===== src/rtl/uart_tx_buf_if.sv =====
// Write-side bundle of the buffered UART transmitter: byte push path plus FIFO status.
// The master drives bytes in; the slave (uart_tx_buf) reports occupancy and overflow.
interface uart_tx_buf_if #(
   parameter int DEPTH = 16
);
   localparam int CW = $clog2(DEPTH) + 1;

   logic          wr_en;
   logic [7:0]    wr_data;
   logic          full;
   logic          busy;
   logic          ovf;
   logic [CW-1:0] count;

   modport master (output wr_en, wr_data, input full, busy, count, ovf);
   modport slave  (input wr_en, wr_data, output full, busy, count, ovf);
endinterface


===== src/rtl/uart_tx_buf.sv =====
// Buffered UART transmitter: DEPTH-entry byte FIFO feeding an 8N1 serializer on txd.
// Define UART_TX_PARITY_EN to insert an even-parity bit between the data bits and the stop bit.
module uart_tx_buf #(
   parameter int CLK_FREQ = 50_000_000,
   parameter int BAUD     = 115200,
   parameter int DEPTH    = 16
) (
   input  logic           clk,
   input  logic           rst,
   uart_tx_buf_if.slave   bus,
   output logic           txd
);
   localparam int DIV = CLK_FREQ / BAUD;
   localparam int AW  = $clog2(DEPTH);
   localparam int CW  = AW + 1;
   localparam int BW  = $clog2(DIV);
   localparam logic [BW-1:0] LAST = BW'(DIV - 1);

   typedef enum logic [2:0] {
      IDLE,
      START,
      DATA,
`ifdef UART_TX_PARITY_EN
      PARITY,
`endif
      STOP
   } state_t;

   logic [7:0]    mem [DEPTH];
   logic [AW-1:0] wr_ptr;
   logic [AW-1:0] rd_ptr;
   logic [CW-1:0] count;
   state_t        state;
   logic [BW-1:0] baud_cnt;
   logic [2:0]    bit_idx;
   logic [7:0]    sh;
`ifdef UART_TX_PARITY_EN
   logic          par;
`endif
   logic          push;
   logic          pop;
   logic          tick;

   assign bus.full  = (count == CW'(DEPTH));
   assign bus.ovf   = bus.wr_en && bus.full;
   assign bus.busy  = (state != IDLE) || (count != '0);
   assign bus.count = count;

   // A same-cycle pop never frees room for a push while full: push looks only at registered count.
   assign push = bus.wr_en && !bus.full;
   assign tick = (baud_cnt == LAST);
   assign pop  = (count != '0) && ((state == IDLE) || ((state == STOP) && tick));

   always_ff @(posedge clk or negedge rst) begin
      if (!rst) begin
         wr_ptr <= '0;
         rd_ptr <= '0;
         count  <= '0;
      end else begin
         if (push) wr_ptr <= wr_ptr + 1'b1;
         if (pop)  rd_ptr <= rd_ptr + 1'b1;
         case ({push, pop})
            2'b10:   count <= count + 1'b1;
            2'b01:   count <= count - 1'b1;
            default: count <= count;
         endcase
      end
   end

   // NOTE: the storage array has no reset; pointers and count alone define which entries are valid.
   always_ff @(posedge clk) begin
      if (push) mem[wr_ptr] <= bus.wr_data;
   end

   always_ff @(posedge clk or negedge rst) begin
      if (!rst) begin
         state    <= IDLE;
         baud_cnt <= '0;
         bit_idx  <= '0;
         sh       <= '0;
         txd      <= 1'b1;
`ifdef UART_TX_PARITY_EN
         par      <= 1'b0;
`endif
      end else begin
         if (state != IDLE) baud_cnt <= tick ? '0 : baud_cnt + 1'b1;
         if (pop) begin
            sh       <= mem[rd_ptr];
`ifdef UART_TX_PARITY_EN
            par      <= ^mem[rd_ptr];
`endif
            baud_cnt <= '0;
            bit_idx  <= '0;
         end
         case (state)
            IDLE: begin
               txd <= 1'b1;
               if (pop) state <= START;
            end
            START: begin
               txd <= 1'b0;
               if (tick) state <= DATA;
            end
            DATA: begin
               txd <= sh[0];
               if (tick) begin
                  sh      <= sh >> 1;
                  bit_idx <= bit_idx + 1'b1;
`ifdef UART_TX_PARITY_EN
                  if (bit_idx == 3'd7) state <= PARITY;
`else
                  if (bit_idx == 3'd7) state <= STOP;
`endif
               end
            end
`ifdef UART_TX_PARITY_EN
            PARITY: begin
               txd <= par;
               if (tick) state <= STOP;
            end
`endif
            STOP: begin
               txd <= 1'b1;
               if (tick) state <= pop ? START : IDLE;
            end
            default: begin
               txd   <= 1'b1;
               state <= IDLE;
            end
         endcase
      end
   end
endmodule


===== src/flat_wrapper.sv =====
// flat-port wrapper written by rule: the top's interface ports become plain ports
module uart_tx_buf_flat 
#(
   parameter int CLK_FREQ = 50_000_000,
   parameter int BAUD     = 115200,
   parameter int DEPTH    = 16
)
  (clk, rst, txd, bus_wr_en, bus_wr_data, bus_full, bus_busy, bus_count, bus_ovf);
  uart_tx_buf_if #(.DEPTH(DEPTH)) bus_i ();
  input  logic clk;
  input  logic rst;
  output logic txd;
  input wire logic [$bits(bus_i.wr_en)-1:0] bus_wr_en;
  input wire logic [$bits(bus_i.wr_data)-1:0] bus_wr_data;
  output wire logic [$bits(bus_i.full)-1:0] bus_full;
  output wire logic [$bits(bus_i.busy)-1:0] bus_busy;
  output wire logic [$bits(bus_i.count)-1:0] bus_count;
  output wire logic [$bits(bus_i.ovf)-1:0] bus_ovf;
  assign bus_i.wr_en = bus_wr_en;
  assign bus_i.wr_data = bus_wr_data;
  assign bus_full = bus_i.full;
  assign bus_busy = bus_i.busy;
  assign bus_count = bus_i.count;
  assign bus_ovf = bus_i.ovf;
  uart_tx_buf #(.CLK_FREQ(CLK_FREQ), .BAUD(BAUD), .DEPTH(DEPTH)) u_core (.clk(clk), .rst(rst), .bus(bus_i), .txd(txd));
endmodule

===== config.mk =====
export PLATFORM = sky130hd
export DESIGN_NAME = uart_tx_buf_flat
export DESIGN_NICKNAME = d
export VERILOG_FILES = /design/src/rtl/uart_tx_buf_if.sv /design/src/rtl/uart_tx_buf.sv /design/src/flat_wrapper.sv
export SDC_FILE = /design/constraint.sdc
export NUM_CORES = 1
export LEC_CHECK = 0
export ABC_AREA = 1
export ABC_CLOCK_PERIOD_IN_PS = 4500
export CORE_UTILIZATION = 40
export CTS_CLUSTER_DIAMETER = 200
export DETAILED_ROUTE_END_ITERATION = 16
export DONT_BUFFER_PORTS = 1
export HOLD_SLACK_MARGIN = 0.15
export PLACE_DENSITY = 0.55
export SYNTH_ARGS = -nofsm -noshare
export SYNTH_HDL_FRONTEND = slang
export SYNTH_SLANG_ARGS = --single-unit

===== constraint.sdc =====
create_clock -name clk -period 4.5 [get_ports clk]
set_input_delay 1.125 -clock clk [delete_from_list [all_inputs] [get_ports clk]]
set_output_delay 1.125 -clock clk [all_outputs]
set_load 0.05 [all_outputs]

After elaboration in Yosys (flattened, before gate mapping)
Memory sizes are Yosys's and may differ from the RTL's.
Index checks and enable logic that the tools add are counted.
W data, S select, Z words.
{ "word_totals": {"register_bits": 37, "latchBits": 0, "ramBits": 128, "mem_bits_ro": 0, "in_bits": 11, "out_inout_bits": 9, "elab_cells": 61, "n_memories": 1} }
{ "mem_list": {"columns": ["memory", "depth", "word_bits", "read_ports", "rd_ports_with_merged_regs", "wr", "line_no", "text"], "rows": [
  ["u_core.mem", 16, 8, 1, 0, 1, "uart_tx_buf.sv:29", "logic [7:0] mem [DEPTH];"]
]} }
{ "classes": {"add_sub_neg": 6, "n_mul": 0, "div": 0, "magnitude_cmp": 0, "n_eq_ne": 13, "n_shift": 0, "muxes": 20, "n_bitwise": 0, "n_reduce_logical": 13} }
{ "ops": {"columns": ["operator", "count"], "rows": [
  ["$mux W9", 3],
  ["$mux W3", 8],
  ["$mux W8", 3],
  ["$pmux W3 S4", 1],
  ["$ne A2 B1 Y1 const B", 5],
  ["$pmux W5 S2", 1],
  ["$add A9 B1 Y9 const B", 1],
  ["$eq A9 B9 Y1 const B", 1],
  ["$add A4 B1 Y4 const B", 2],
  ["$eq A3 B2 Y1 const B", 2],
  ["$add A5 B1 Y5 const B", 1],
  ["$eq A5 B5 Y1 const B", 1],
  ["$reduce_and A5 Y1", 1],
  ["$reduce_bool A5 Y1", 1],
  ["$sub A5 B1 Y5 const B", 1],
  ["$logic_and A1 B1 Y1", 4],
  ["$reduce_bool A2 Y1", 2],
  ["$add A3 B1 Y3 const B", 1],
  ["$eq A3 B1 Y1 const B", 1],
  ["$eq A3 B3 Y1 const B", 1],
  ["$logic_not A3 Y1", 1],
  ["$mux W1", 3],
  ["$reduce_bool A3 Y1", 1],
  ["$eq A2 B1 Y1 const B", 1],
  ["4 further kinds", 5]
]} }

Depth between registers and ports, before layout
Gate-level depths: netlist of the first run.
{ "depth": {"depth_word": 7, "mapped_depth": 19, "ltp_nobuf": 18} }

Worst setup path before layout of the first run
OpenSTA, ideal clock, no wires.
{ "synth_path": {"kind": "reg2out", "start": "reg u_core.count[0] (netlist: u_core.bus.count[0])", "end": "out bus_ovf", "arrival_time_ns": 2.439, "slack_ns": 0.936, "stages_incl_launch_ff": 6, "path_cell_list": "dfrtp_1 > nor2_1 > nand2_1 > nor2_1 > inv_1 > nor2_1"} }
{ "synth_via": {"elab_chain_cells": 2} }
{ "synth_lines": {"columns": ["element", "line_no", "text"], "rows": [
  ["from (decl)", "uart_tx_buf.sv:32", "logic [CW-1:0] count;"],
  ["from (signal assigned)", "uart_tx_buf.sv:63", "2'b10: count <= count + 1'b1;"],
  ["from (signal assigned)", "uart_tx_buf.sv:64", "2'b01: count <= count - 1'b1;"],
  ["from (signal assigned)", "uart_tx_buf.sv:65", "default: count <= count;"],
  ["$eq A5 B5 Y1", "uart_tx_buf.sv:44", "assign bus.full = (count == CW'(DEPTH));"],
  ["net bus_full", "flat_wrapper.sv:15", "output wire logic [$bits(bus_i.full)-1:0] bus_full;"],
  ["$logic_and A1 B1 Y1", "uart_tx_buf.sv:45", "assign bus.ovf = bus.wr_en && bus.full;"],
  ["to (decl)", "flat_wrapper.sv:18", "output wire logic [$bits(bus_i.ovf)-1:0] bus_ovf;"]
]} }
The timed path passes the listed nets, and every way through them passes these cells.

Worst setup path after layout of the first run
{ "layout_path": {"start": "reg u_core.count[0] (netlist: u_core.bus.count[0])", "end": "out bus_ovf"} }
{ "layout_via": {"elab_chain_cells": 2} }
{ "layout_lines": {"columns": ["element", "line_no"], "rows": [
  ["$eq A5 B5 Y1", "uart_tx_buf.sv:44"],
  ["$logic_and A1 B1 Y1", "uart_tx_buf.sv:45"]
]} }
No other way between the ends.

==> metrics.md, run 1 <==
| Metric | Value |
|---|---|
| Status | finished, final reports clean |
| Most common cell after layout, fill and taps aside | nand2_1 |
| Routed Antenna Nets | 0 |
| CP startpoint kind | flop |
| # hold bufs at CTS | 0 |
| Layout cells sized above 1 | 0.0658 |
| Max Cap Viol | 0 |
| Largest net degree at the start of global routing | 72 |
| Vias post-DR | ~4900 |
| Post-CTS Resized | 0 |
| Vias in the first global route | about 4700 |
| First drt pass iteration count | 5 |
| Via-per-instance ratio | between 4 and 5 |
| WS Path Type | reg -> out |
| CP endpoint kind | output pin |
| Fin crit period | between 3000 and 4000 ps |
| Clk_skew | between 9 and 10 ps |
| Register bit total from synthesis | 164 |
| Met2 usage | 0.285 |
| PortBufs | 0 |
| Hold Slack | about 400 ps |
| Syn nets | 780 |
| Maximum clock insertion buffer count | 2 |
| GP Congestion | 0.911 |
| R2R Path Start | u_core.bus.count[0]$_DFFE_PN0P_ |
| Skew-Pair Late Insertion Delay | approximately 420 ps |
| Initial antenna violation count | 0 |
| CTS tree | done |
| Clk sinks | about 160 |
| Final hold violation count | 0 |
| Grt met3 use | 0.0287 |
| Final Cycle Share | 0.726 |
| Max Clock Freq | a little over 300 MHz |
| Synth warn | 0 |
| DRC viols | 0 |
| Worst setup path end | bus_ovf |
| Layout area overhead | 9.68% |
| First-pass GRT wire length | between 20000 and 30000 µm |
| Setup-failing EPs final | 0 |
| Worst path arrival time | 2140 ps |
| Min-Delay Path Class | in -> async |
| Die area | approximately 0.019 mm² |
| Final #Nets | 775 |
| Max VDD drop | slightly above 0.0003 V |
| Root buffer cell | clkbuf_16 |
| Most Frequent Cell on Critical Path | nor2_1 |
| Routed wire length | 16500 µm |
| Max-slew violations | 0 |
| Seq/Total Area, Yosys | 0.634 |
| Worst path slowest cell | dfrtp_1 |
| CTS buffer count | 17 |
| Antenna Cells | 0 |
| Critical path peak fanout | 5 |
| Synthesized instance count | 752 |
| Critical path cell sequence | nor2_1 > nand2_1 > nor2_1 > buf_4 > inv_1 > nor2_1 > buf_4 |
| Starting Density | 0.413 |
| Filler cell count | around 1700 |
| GRT busiest layer | met2 |
| Worst slew pin tran | between 1000 and 1500 ps |
| Slew margin rel. | 0.324 |
| RSZ-0062 raised after global routing | false |
| TNS Setup | 0 ps |
| Library cells used by synthesis | 36 |
| DR iter-0 viols | 355 |
| Leak pwr | ~3.5 nW |
| GR Overflow Total | 0 |
| Worst endpoint required time | around 3400 ps |
| Die width | between 100 and 150 µm |
| Power per cell area | 618 mW/mm² |
| CORE AREA | approximately 0.018 mm² |
| Met1 Use GR | 0.242 |
| RR Endpoint | u_core.mem[14][1]$_DFFE_PP_ |
| Avg WL per Cell | approximately 17 µm |
| Most frequent cells in the layout | nand2_1 (218), edfxtp_1 (128), nand3_1 (100), inv_1 (94), nor2_1 (63) |
| Die Height | roughly 140 µm |
| Post-CTS setup buffers | 0 |
| Reg2reg setup slack | between 1500 and 2000 ps |
| Worst path max stage delay | 600 ps |
| CTS clock-pin slew for the worst setup and hold paths | 70 ps |
| Gr usage total | 0.181 |
| Post-Syn Area | about 0.0075 mm² |
| Htree depth | 4 |
| # IOs | 20 |
| Syn Area/Cell | between 9 and 10 µm² |
| Detail Placement HPWL | 10900 µm |
| Row Count | 49 |
| Reg2Reg Depth | 9 |
| Worst Setup SP | u_core.bus.count[0]$_DFFE_PN0P_ |
==> state kept, by name, indices dropped and copies added, names as in the netlist <==
name	cells
u_core.sh	8
u_core.baud_cnt	9
u_core.mem	128
u_core.bus.count	5
u_core.state	2
u_core.wr_ptr	4
u_core.txd	1
u_core.rd_ptr	4
u_core.bit_idx	3
==> routing by layer <==
layer	up-vias	wire length, µm
met5	-	0
met3	36	671
met1	2361	7310
met4	0	610
met2	110	7920
li1	2421	-
==> cells by family after synthesis <==
kind of cell             count (synthesis)  share of synthesized area
AO/OA/AOI/OAI                           34                     0.0257
XOR/XNOR                                14                     0.0164
adder cells (fa/ha/maj)                 17                     0.0284
buffers and inverters                  126                     0.0709
flip-flops                             164                      0.634
AND/OR/NAND/NOR                        397                      0.225
==> power breakdown <==
| group | internal, W | total (W) | leakage (nW) | switching, W |
|---|---|---|---|---|
| sequential | 0.00188 | 0.00212 | 1.60 | 0.000244 |
| clock | 0.000764 | 0.00137 | 0.266 | 0.000601 |
| combinational | 0.000484 | 0.00159 | 1.65 | 0.00110 |
| total | 0.00313 | 0.00508 | 3.51 | 0.00195 |
==> area by class of cell <==
| type | instances | area, µm² | area share |
|---|---|---|---|
| Inverter | 98 | 380 | 0.0463 |
| Sequential cell | 164 | 4750 | 0.578 |
| Timing Repair Buffer | 4 | 30.0 | 0.00366 |
| Tap cell | 229 | 287 | 0.0349 |
| Clock inverter | 15 | 131 | 0.0160 |
| Clock buffer | 17 | 425 | 0.0518 |
| Multi-Input combinational cell | 462 | 2210 | 0.269 |
==> critical path, delay by kind of cell (launching register included) <==
family        cells  cell delay, ps
simple gates      4             630
flops             1             600
buf+inv           3             490
==> synth_stat cells (all sizes together) <==
cell | number | area, µm²
nor2 | 66 | 260
a21oi | 6 | 33.8
ha | 17 | 213
o211a | 1 | 10.0
nand4 | 1 | 12.5
clkinv | 3 | 23.8
dfrtp | 35 | 876
edfxtp | 128 | 3840
nand3 | 100 | 500
xor2 | 12 | 105
o211ai | 2 | 15.0
a21boi | 1 | 7.51
or2 | 5 | 31.3
o21bai | 2 | 15.0
buf | 23 | 131
xnor2 | 2 | 17.5
nand2 | 223 | 868
dfstp | 1 | 26.3
nor3 | 2 | 10.0
inv | 95 | 357
clkbuf | 5 | 18.8
o21ai | 21 | 105
o22ai | 1 | 6.26
==> per-stage QoR <==
step	cells	setup WS (ps)	power, W	instance area, µm²	util
6_report	989	1230	0.00508	8210	0.452
5_1_grt	989	1140	0.00539	8210	0.452
4_1_cts	989	1230	0.00510	8210	0.452
3_5_place_dp	957	1690	0.00374	7650	0.422
3_3_place_gp	957	1700	0.00371	7650	0.422
2_1_floorplan	752	936	0.00335	7490	-
==> how the worst min path moves through the flow <==
stage,endpoint,depth (start not counted)
5_1_grt,u_core.baud_cnt[2]$_DFFE_PN0P_,0
2_1_floorplan,u_core.sh[5]$_DFF_PN0_,2
4_1_cts,u_core.baud_cnt[2]$_DFFE_PN0P_,0
3_3_place_gp,u_core.sh[1]$_DFF_PN0_,2
3_5_place_dp,u_core.sh[2]$_DFF_PN0_,2
6_report,u_core.wr_ptr[2]$_DFFE_PN0P_,0
No activity file was read; power rests on OpenSTA's default activity.
==> run 2, diff against run 1 <==
Settings changed: ABC_CLOCK_PERIOD_IN_PS 4500 to 2700, PLACE_DENSITY 0.55 to 0.57.
Clock period 4.5 ns to 2.7 ns, I/O delays scaled along.
==> metrics.md, run 2 (synthesis results as in run 1) <==
| Metric | Value |
|---|---|
| WS Path Type | reg -> reg (was reg -> out) |
| Layout cells sized above 1 | 0.0853 (was 0.0658) |
| Via-per-instance ratio | 4.93 (was 4.98) |
| Most common cell after layout, fill and taps aside | nand2_1 (unchanged) |
| Vias in the first global route | 4828 (was 4742) |
| Worst endpoint required time | 3070 ps (was 3380 ps) |
| Maximum clock insertion buffer count | 2 (unchanged) |
| PortBufs | 0 (unchanged) |
| Critical path peak fanout | 20 (was 5) |
| Largest Register | u_core.mem (unchanged) |
| CORE AREA | 0.0181 mm² (unchanged) |
| Max-slew violations | 0 (unchanged) |
| Worst Hold Depth | 0 |
| GP Congestion | 0.808 (was 0.911) |
| First drt pass iteration count | 5 (unchanged) |
| Setup-failing EPs final | 0 (unchanged) |
| Fin crit period | ~2500 ps |
| Row Count | 49 (unchanged) |
| Max Cap Viol | 0 (unchanged) |
| GR Overflow Total | 0 (unchanged) |
| Status | finished, final reports clean (unchanged) |
| Post-CTS setup buffers | 0 (unchanged) |
| Final Cycle Share | 0.910 |
| P_sw | 0.00330 W (was 0.00195 W) |
| Htree depth | 4 (unchanged) |
| Pint | 0.00541 W (was 0.00313 W) |
| Min-Delay Path Class | in -> reg (was in -> async) |
| Worst path max stage delay | 400 ps (was 600 ps) |
| Clk_skew | 9.82 ps (was 9.93 ps) |
| Gr usage total | 0.180 (was 0.181) |
| Max reg flops | 128 (unchanged) |
| Initial antenna violation count | 0 (unchanged) |
| CTS buffer count | 17 (unchanged) |
| Largest net degree at the start of global routing | 72 (unchanged) |
| RSZ-0062 raised after global routing | false (unchanged) |
| Reg2Reg Depth | 18 (was 9) |
| Routed wire length | 16300 µm (was 16500 µm) |
| First-pass GRT wire length | 26200 µm (was 26100 µm) |
| Final #Nets | 789 (was 775) |
| Combinational share of power | 0.338 (was 0.313) |
| Layout area overhead | 12.0% (was 9.68%) |
| Starting Density | 0.413 (unchanged) |
| # IOs | 20 (unchanged) |
| Critical path cell sequence | inv_1 > ha_1 > inv_2 > nand2_1 > nand2_1 > inv_1 > nand2_8 > clkinv_8 > ha_2 > xor2_2 > ha_1 > inv_1 > nand2_1 > nand3_1 > nand2_1 > xor2_1 > nand2_1 > nand2_1 (was nor2_1 > nand2_1 > nor2_1 > buf_4 > inv_1 > nor2_1 > buf_4) |
| Sw Ratio | 0.379 (was 0.384) |
| Die area | 0.0193 mm² (unchanged) |
| Slew margin rel. | 0.415 (was 0.324) |
| Die width | 139 µm (unchanged) |
| Biggest regs | u_core.mem x128, u_core.baud_cnt x9, u_core.sh x8 (unchanged) |
| TNS Setup | 0 ps (unchanged) |
| Worst path slowest cell | dfrtp_1 (unchanged) |
| Final design utilization | 0.462 (was 0.452) |
| Routed Antenna Nets | 0 (unchanged) |
| Die Height | 139 µm (unchanged) |
| Avg WL per Cell | 16.3 µm (was 16.7 µm) |
| Most frequent cells in the layout | nand2_1 (218), edfxtp_1 (128), nand3_1 (100), inv_1 (93), nor2_1 (61) (was nand2_1 (218), edfxtp_1 (128), nand3_1 (100), inv_1 (94), nor2_1 (63)) |
| Root buffer cell | clkbuf_16 (unchanged) |
| CTS tree | done (unchanged) |
| Max VDD drop | 0.000556 V (was 0.000304 V) |
| Routed metal-1 wirelength | 7390 µm (was 7310 µm) |
| Metal3 WL | 664 µm (was 671 µm) |
| Vias post-DR | 4946 (was 4928) |
| Clk sinks | 164 (unchanged) |
| DR iter-0 viols | 317 (was 355) |
| Skew-Pair Late Insertion Delay | 430 ps (was 420 ps) |
| Worst slew pin tran | 875 ps (was 1010 ps) |
| Power per cell area | 1040 mW/mm² (was 618 mW/mm²) |
| CP startpoint kind | flop (unchanged) |
| Routed wl met2 | 7970 µm (was 7920 µm) |
| Most Frequent Cell on Critical Path | nand2_1 (was nor2_1) |
| Clock group share of total power | 0.276 (was 0.269) |
| Max layer used | met4 (unchanged) |
| CP endpoint kind | flop (was output pin) |
| DRC viols | 0 (unchanged) |
| Max Clock Freq | just over 400 MHz |
| Detail Placement HPWL | 10500 µm (was 10900 µm) |
| Worst path arrival time | 2830 ps (was 2140 ps) |
| Final hold violation count | 0 (unchanged) |
| Leak pwr | 3.60 nW (was 3.51 nW) |
| Antenna Cells | 0 (unchanged) |
| Share of power burned in registers | 0.386 (was 0.418) |
| CTS clock-pin slew for the worst setup and hold paths | 70 ps (about the same) |
==> run 2: cell count changes in the layout (fill, tap and decap cells not counted), sizes merged <==
cell / change
dlygate4sd3: +1
inv: +1
clkinv: -2
buf: +13
bufinv: +1
==> run 2: power groups by stage <==
stage	combinational [W]	clock, W	sequential, W
after floorplan	0.00210	0	0.00349
after global placement	0.00286	0	0.00339
after detailed placement	0.00292	0	0.00340
after CTS	0.00295	0.00243	0.00336
after global routing	0.00330	0.00253	0.00340
final	0.00294	0.00240	0.00336
==> run 2: through the flow <==
step           setup slack, ps  cells  total power, W  area, µm²  hold WS, ps
5_1_grt                   26.8   1003         0.00923       8390          316
3_3_place_gp               304    969         0.00625       7770          380
6_report                   243   1003         0.00870       8390          337
4_1_cts                    147   1003         0.00874       8380          327
3_5_place_dp               169    969         0.00633       7770          380
2_1_floorplan             94.6    752         0.00559       7500          379
==> run 2: worst paths after layout <==
kind,startpoint,end,slack [ps]
max in group asynchronous,rst,u_core.txd$_DFF_PN1_,1700
worst max register to register,u_core.state[1]$_DFFE_PN0P_,u_core.bus.count[4]$_DFFE_PN0P_,240
min in group asynchronous,rst,u_core.bit_idx[1]$_DFF_PN0_,750
worst min-delay path,bus_wr_data[0],u_core.mem[6][0]$_DFFE_PP_,340
worst min register to register,u_core.sh[2]$_DFF_PN0_,u_core.sh[1]$_DFF_PN0_,480
worst max-delay path,u_core.state[1]$_DFFE_PN0P_,u_core.bus.count[4]$_DFFE_PN0P_,240
==> run 2: area by class of cell <==
class                   count  area (µm²)
fillers                  1680        9760
flip-flops and latches    164        4750
multi-input cells         462        2230
clock buffers              17         425
inverters                  98         380
well taps                 229         287
repair buffers             18         163
clock inverters            15         153
==> run 2: timing repair <==
action                     in CTS  in global routing
hold endpoints to repair       36                  0
gates resized for setup         0                  3
setup endpoints to repair       0                  1
hold buffers                    2                  0
==> run 2: per-layer routing <==
| metal | up-vias | track usage |
|---|---|---|
| li1 | 2448 | - |
| met1 | 2359 | 0.238 |
| met4 | 0 | 0.0643 |
| met5 | - | 0 |
| met3 | 24 | 0.0435 |
| met2 | 115 | 0.290 |
==> run 2: critical path: cells and delay by family (launching register included) <==
family,cells,cell delay (ps)
xor+xnor,2,330
fa+ha+maj,3,600
buf+inv,5,460
flops,1,400
simple gates,8,590
